$ cat config.mk
export PLATFORM = sky130hd
export DESIGN_NAME = accumulator
export DESIGN_NICKNAME = d
export VERILOG_FILES = /design/src/rtl/accumulator.sv
export SDC_FILE = /design/constraint.sdc
export NUM_CORES = 1
export LEC_CHECK = 0
export CORE_MARGIN = 3
export CORE_UTILIZATION = 39
export DETAILED_ROUTE_END_ITERATION = 10
export GPL_TIMING_DRIVEN = 1
export PLACE_DENSITY_LB_ADDON = 0.2
export SYNTH_ARGS = -nofsm -noshare
export SYNTH_HDL_FRONTEND = slang
export SYNTH_SLANG_ARGS = --single-unit
$ cat constraint.sdc
create_clock -name clk -period 2.9 [get_ports clk]
set_input_delay 0.435 -clock clk [delete_from_list [all_inputs] [get_ports clk]]
set_output_delay 0.435 -clock clk [all_outputs]
set_load 0.02 [all_outputs]
$ cat src/rtl/accumulator.sv
// Integrate-and-dump stage: sums ACC_LEN valid samples with saturation and
// presents each total on a valid/ready output register.
module accumulator #(
  parameter bit SIGNED     = 1'b1,
  parameter int DATA_WIDTH = 17,
  parameter int ACC_LEN    = 8,
  parameter int ACC_WIDTH  = 20
) (
  input  logic                  clk,
  input  logic                  rst,
  input  logic [DATA_WIDTH-1:0] data_i,
  input  logic                  valid_i,
  input  logic                  clr_i,
  output logic [ACC_WIDTH-1:0]  data_o,
  output logic                  sat_o,
  output logic                  valid_o,
  input  logic                  ready_i,
  output logic                  overrun_o
);

  localparam int CW = (ACC_LEN > 1) ? $clog2(ACC_LEN) : 1;
  localparam logic [CW-1:0] LAST = CW'(ACC_LEN - 1);
  localparam int XW = ACC_WIDTH - DATA_WIDTH;

  logic [ACC_WIDTH-1:0] acc;
  logic [ACC_WIDTH-1:0] data_ext;
  logic [ACC_WIDTH-1:0] sum_clamped;
  logic [ACC_WIDTH:0]   sum;
  logic [CW-1:0]        count;
  logic                 sat_acc;
  logic                 clamp;
  logic                 ext_bit;
  logic                 dump;

  assign ext_bit = SIGNED ? data_i[DATA_WIDTH-1] : 1'b0;

  generate
    if (XW > 0) begin : g_ext
      assign data_ext = {{XW{ext_bit}}, data_i};
    end else begin : g_noext
      assign data_ext = data_i;
    end
  endgenerate

  // One guard bit: signed overflow shows as the top two bits disagreeing,
  // unsigned overflow as a carry out.
  assign sum = {(SIGNED ? acc[ACC_WIDTH-1] : 1'b0), acc}
             + {(SIGNED ? data_ext[ACC_WIDTH-1] : 1'b0), data_ext};

  always_comb begin
    clamp       = 1'b0;
    sum_clamped = sum[ACC_WIDTH-1:0];
    if (SIGNED) begin
      if (sum[ACC_WIDTH] != sum[ACC_WIDTH-1]) begin
        clamp       = 1'b1;
        sum_clamped = {sum[ACC_WIDTH], {(ACC_WIDTH-1){~sum[ACC_WIDTH]}}};
      end
    end else if (sum[ACC_WIDTH]) begin
      clamp       = 1'b1;
      sum_clamped = '1;
    end
  end

  assign dump = valid_i && !clr_i && (count == LAST);

  always_ff @(posedge clk or posedge rst) begin
    if (rst) begin
      acc     <= '0;
      count   <= '0;
      sat_acc <= 1'b0;
    end else if (clr_i || dump) begin
      acc     <= '0;
      count   <= '0;
      sat_acc <= 1'b0;
    end else if (valid_i) begin
      acc     <= sum_clamped;
      count   <= count + CW'(1);
      sat_acc <= sat_acc | clamp;
    end
  end

  always_ff @(posedge clk or posedge rst) begin
    if (rst) begin
      data_o    <= '0;
      sat_o     <= 1'b0;
      valid_o   <= 1'b0;
      overrun_o <= 1'b0;
    end else begin
      overrun_o <= dump && valid_o && !ready_i;
      if (dump) begin
        data_o  <= sum_clamped;
        sat_o   <= sat_acc | clamp;
        valid_o <= 1'b1;
      end else if (ready_i) begin
        valid_o <= 1'b0;
      end
    end
  end

endmodule

==> Yosys cells after proc, flatten, opt, wreduce, memory -nomap -nowiden <==
Cells that the tools add are included.
{ "totals": {"regBits": 47, "latchBits": 0, "mem_bits_rw": 0, "rom_bits": 0, "inputBits": 22, "out_inout_bits": 23, "wordCells": 32, "n_memories": 0} }
{ "classes": {"addsub": 2, "multipliers": 0, "div": 0, "n_lt_le_gt_ge": 0, "eq_ne": 2, "shift": 0, "muxes": 10, "n_bitwise": 2, "n_reduce_logical": 9} }
{ "ops": {"columns": ["cell", "n"], "rows": [
  ["$mux W20", 3],
  ["$add A20 B17 Y21", 1],
  ["$mux W3", 2],
  ["$mux W1", 5],
  ["$logic_and A1 B1 Y1", 4],
  ["$reduce_bool A2 Y1", 2],
  ["$add A3 B1 Y3 const B", 1],
  ["$eq A3 B3 Y1 const B", 1],
  ["$logic_not A1 Y1", 2],
  ["$logic_or A1 B1 Y1", 1],
  ["$ne A1 B1 Y1", 1],
  ["$not A1 Y1", 1],
  ["$or A1 B1 Y1", 1]
]} }

==> Longest topological paths before layout <==
{ "logic_depth": {"word_depth": 6, "ltp_mapped": 12, "ltp_nobuf": 11} }

==> Worst setup path before layout <==
No wires, ideal clock.
{ "synth_path": {"path_kind": "input to register", "from": "input data_i[0]", "to": "register data_o[14]", "setup_ns": 0.130, "t_arrival_ns": 2.465, "required_time_ns": 2.770, "slack_ns": 0.305, "cell_stages": 12, "path_buffers": 1, "cell_sequence": "ha_1 -> inv_1 -> fa_1 -> nand2b_1 -> a21oi_1 -> a211oi_2 -> a31oi_2 -> a21boi_1 -> nor3_2 -> buf_6 -> o41ai_4 -> o21ai_1"} }
{ "synth_via": {"elab_chain_cells": 3, "elab_cells_between_ends": 4, "cone_classes": "add/sub (1); eq/ne (1); mux (1); bitwise (1)"} }
{ "synth_rtl": {"columns": ["item", "line_no", "text"], "rows": [
  ["start: declaration", "11", "input logic [DATA_WIDTH-1:0] data_i,"],
  ["$add A20 B17 Y21 *", "48", "+ {(SIGNED ? data_ext[ACC_WIDTH-1] : 1'b0), data_ext};"],
  ["$ne A1 B1 Y1 / $not A1 Y1 (equally long branches)", "54, 56", null],
  ["$mux W20 *", "54", "if (sum[ACC_WIDTH] != sum[ACC_WIDTH-1]) begin"],
  ["end signal: assignment", "91", "data_o <= sum_clamped;"],
  ["end: declaration", "14", "output logic [ACC_WIDTH-1:0] data_o,"]
]} }
Every way passes the cells marked *; elsewhere a longest branch is shown, timed or not.
A chain may end at the register's enable or synchronous reset.

==> Final worst setup path <==
{ "layout_path": {"from": "input data_i[9]", "to": "register data_o[14]"} }
Same word-level chain as after synthesis.

==> impl_metrics.env <==
export IMPL_fill_cells=683
export IMPL_whs_ns=0.416
export IMPL_critPathArrivalTime_ns=2.96
export IMPL_cts_buffers=5
export IMPL_finish_net_count=459
export IMPL_die_y_um=92.4
export IMPL_ir_drop_v=0.000275
export IMPL_drive_gt1_frac=0.193
export IMPL_cts_path_max_buffers=2
export IMPL_required_ns=3.08
export IMPL_grt_max_degree=45
export IMPL_vias=2650
export IMPL_grt_overflow=0
export IMPL_drtAntennaViolNets=0
export IMPL_wl_per_cell_um=14.2
export IMPL_synth_nets=369
export IMPL_setup_tns_ns=0
export IMPL_synthTopCellsByArea="dfrtp_1 (40%), ha_1 (9.5%), nand2_1 (7.3%)"
export IMPL_n_antenna_cell=0
export IMPL_post_place_ws_ns=-0.241
export IMPL_ys_ff_latch=47
export IMPL_netlist_area_sq_mm=0.00291
export IMPL_grt_pass1_wl_mm=12.3
export IMPL_cts_tree="yes"
export IMPL_critical_path_class="in2reg"
export IMPL_r2r_slack_ns=0.31
export IMPL_io_pins=45
export IMPL_die_area_sq_mm=0.00854
export IMPL_wl_met2_mm=3.43
export IMPL_period_minus_slack_ns=2.78
export IMPL_cap_violations=0
export IMPL_synth_top_area_cell="dfrtp_1"
export IMPL_io_buffers=44
export IMPL_highest_layer="met4"
export IMPL_period_share=0.957
export IMPL_vias_per_cell=5.19
export IMPL_rows=30
export IMPL_place_inst=502
export IMPL_powerDensity_mw_per_mm2=672
export IMPL_yosys_warnings=0
export IMPL_maxSlewHeadroom=0.726
export IMPL_track_usage=0.176
export IMPL_drv_slew=0
export IMPL_yosys_area_top_type_share=0.404
export IMPL_syn_area_per_cell_sq_um=8.99
export IMPL_drt_iter0_markers=93
export IMPL_critPathCaptureType="flop"
export IMPL_synth_cell_type_count=52
export IMPL_antenna_found_initial=0
export IMPL_cts_htree_levels=2
export IMPL_syn_to_final_growth_pct=35.2
export IMPL_gp_congestion=0.873
export IMPL_finClkSkew_ns=0.0112
export IMPL_syn_inst=324
export IMPL_die_w_um=92.4
export IMPL_hold_path_class="in2async"
export IMPL_drt_pass1_iterations=4
export IMPL_r2r_start="acc[9]$_DFFE_PP0P_"
export IMPL_hold_viol_final=0
export IMPL_synth_edff_count=0
export IMPL_cts_root_buf="clkbuf_8"
export IMPL_core_area_sq_mm=0.00702
export IMPL_max_clock_freq_mhz=360
export IMPL_ys_seq_area_frac=0.404
export IMPL_place_hpwl_mm=5.40
export IMPL_wl_met1_mm=3.39
export IMPL_layout_setup_ws_ns=0.125
export IMPL_drc=0
export IMPL_setup_viol=0
export IMPL_worstMarginPinSlew_ns=0.412
export IMPL_status="finished, final reports clean"
export IMPL_critPathMaxFanout=5
export IMPL_clkLatencyLatePin_ns=0.31
export IMPL_clkTransAtPathRegs_ns=0.09
export IMPL_start_util=0.415
export IMPL_synthFlopType="dfrtp_1"
export IMPL_synthArstFlopShare=1.00
export IMPL_grt_pass1_vias=2556
export IMPL_fin_cells=511
export IMPL_dr_wl_met3_um=345
export IMPL_routed_wl_mm=7.24
export IMPL_start_kind="input port"
export IMPL_clock_sink_count=47
export IMPL_power_leakage_nw=1.82
export IMPL_critPathLaunch="data_i[9]"
[repair_timing]
action | in CTS | in global routing
resized for setup | 0 | 14
hold endpoints to repair | 0 | 0
endpoints found under the setup margin | 0 | 36
setup buffers | 0 | 1
hold buffers | 0 | 0
[layer usage]
metal | vias to the layer above | track usage
li1 | 1345 | -
met1 | 1236 | 0.245
met2 | 61 | 0.285
met3 | 8 | 0.0301
met4 | 0 | 0.0433
met5 | - | 0
[where the power goes]
group	switching, mW	leakage [nW]	internal (mW)
Sequential	0.0534	0.643	0.737
Clock	0.223	0.0412	0.169
Combinational	0.765	1.13	0.697
[worst max-delay path, cell delays in order]
cell	delay [ns]
clkdlybuf4s50_1	0.43
ha_1	0.39
nand2_1	0.11
or3_1	0.36
a21o_1	0.19
nand2_2	0.11
a221o_1	0.21
nor3_2	0.07
buf_4	0.17
o41ai_4	0.37
o21ai_1	0.11
[cells in the mapped netlist, types with 3 or more instances]
| cell | instances |
|---|---|
| dfrtp_1 | 47 |
| a21oi_1 | 21 |
| o21ai_1 | 40 |
| ha_1 | 22 |
| nor2b_1 | 6 |
| nand3_1 | 4 |
| a31oi_1 | 3 |
| xor2_1 | 5 |
| clkbuf_1 | 9 |
| nand2_1 | 57 |
| a21o_1 | 8 |
| inv_1 | 6 |
| xnor2_1 | 7 |
| a211oi_1 | 4 |
| nand2b_1 | 5 |
| o21ai_0 | 20 |
| nor2_1 | 12 |
| buf_2 | 3 |
[registers in the layout, indices dropped and copies added, names as in the netlist]
register	cells
sat_o	1
valid_o	1
acc	20
overrun_o	1
data_o	20
count	3
sat_acc	1
[cell usage in the layout, fill, tap and decap left out, types with 7 or more instances in the layout]
| cell | count |
|---|---|
| buf_4 | 53 |
| ha_1 | 21 |
| a21oi_1 | 18 |
| nand2_1 | 57 |
| clkdlybuf4s50_1 | 43 |
| o21ai_1 | 42 |
| nor2_1 | 12 |
| xnor2_1 | 7 |
| dfrtp_1 | 47 |
| a21o_1 | 8 |
| o21ai_0 | 17 |
[final timing paths]
check	to	cells after the start
min reg2reg	data_o[6]$_DFFE_PP0P_	2
max in group asynchronous	acc[12]$_DFFE_PP0P_	3
min in group clk	data_o[6]$_DFFE_PP0P_	2
max reg2reg	data_o[14]$_DFFE_PP0P_	10
max	data_o[14]$_DFFE_PP0P_	11
min	overrun_o$_DFF_PP0_	2
[stage by stage]
| step | utilization | total power, mW | area, sq um |
|---|---|---|---|
| floorplan | - | 1.72 | 2910 |
| global placement | 0.540 | 2.19 | 3790 |
| detailed placement | 0.540 | 2.20 | 3790 |
| CTS | 0.552 | 2.61 | 3880 |
| global route | 0.561 | 2.86 | 3940 |
| finish | 0.561 | 2.64 | 3940 |
[cells by family (layout without fill, tap and decap cells)]
family	Yosys count	after routing	synth area share
muxes	1	1	0.00344
and+or+nand+nor	99	99	0.155
adders and majority gates	23	23	0.101
AOI/OAI and AO/OA	121	121	0.265
DFF	47	47	0.404
buffers and inverters	21	112	0.0348
xor gates and xnor gates	12	12	0.0361
[final cells by class]
type,instances,area [sq um],area share
clock buffer,6,72.6,0.0184
clock inverter,2,12.5,0.00318
inverter,6,22.5,0.00572
multi-input combinational,256,1680,0.427
sequential,47,1180,0.299
tap,96,120,0.0305
timing repair buffer,98,852,0.216
Note: power is estimated with default switching activity, not from simulation.
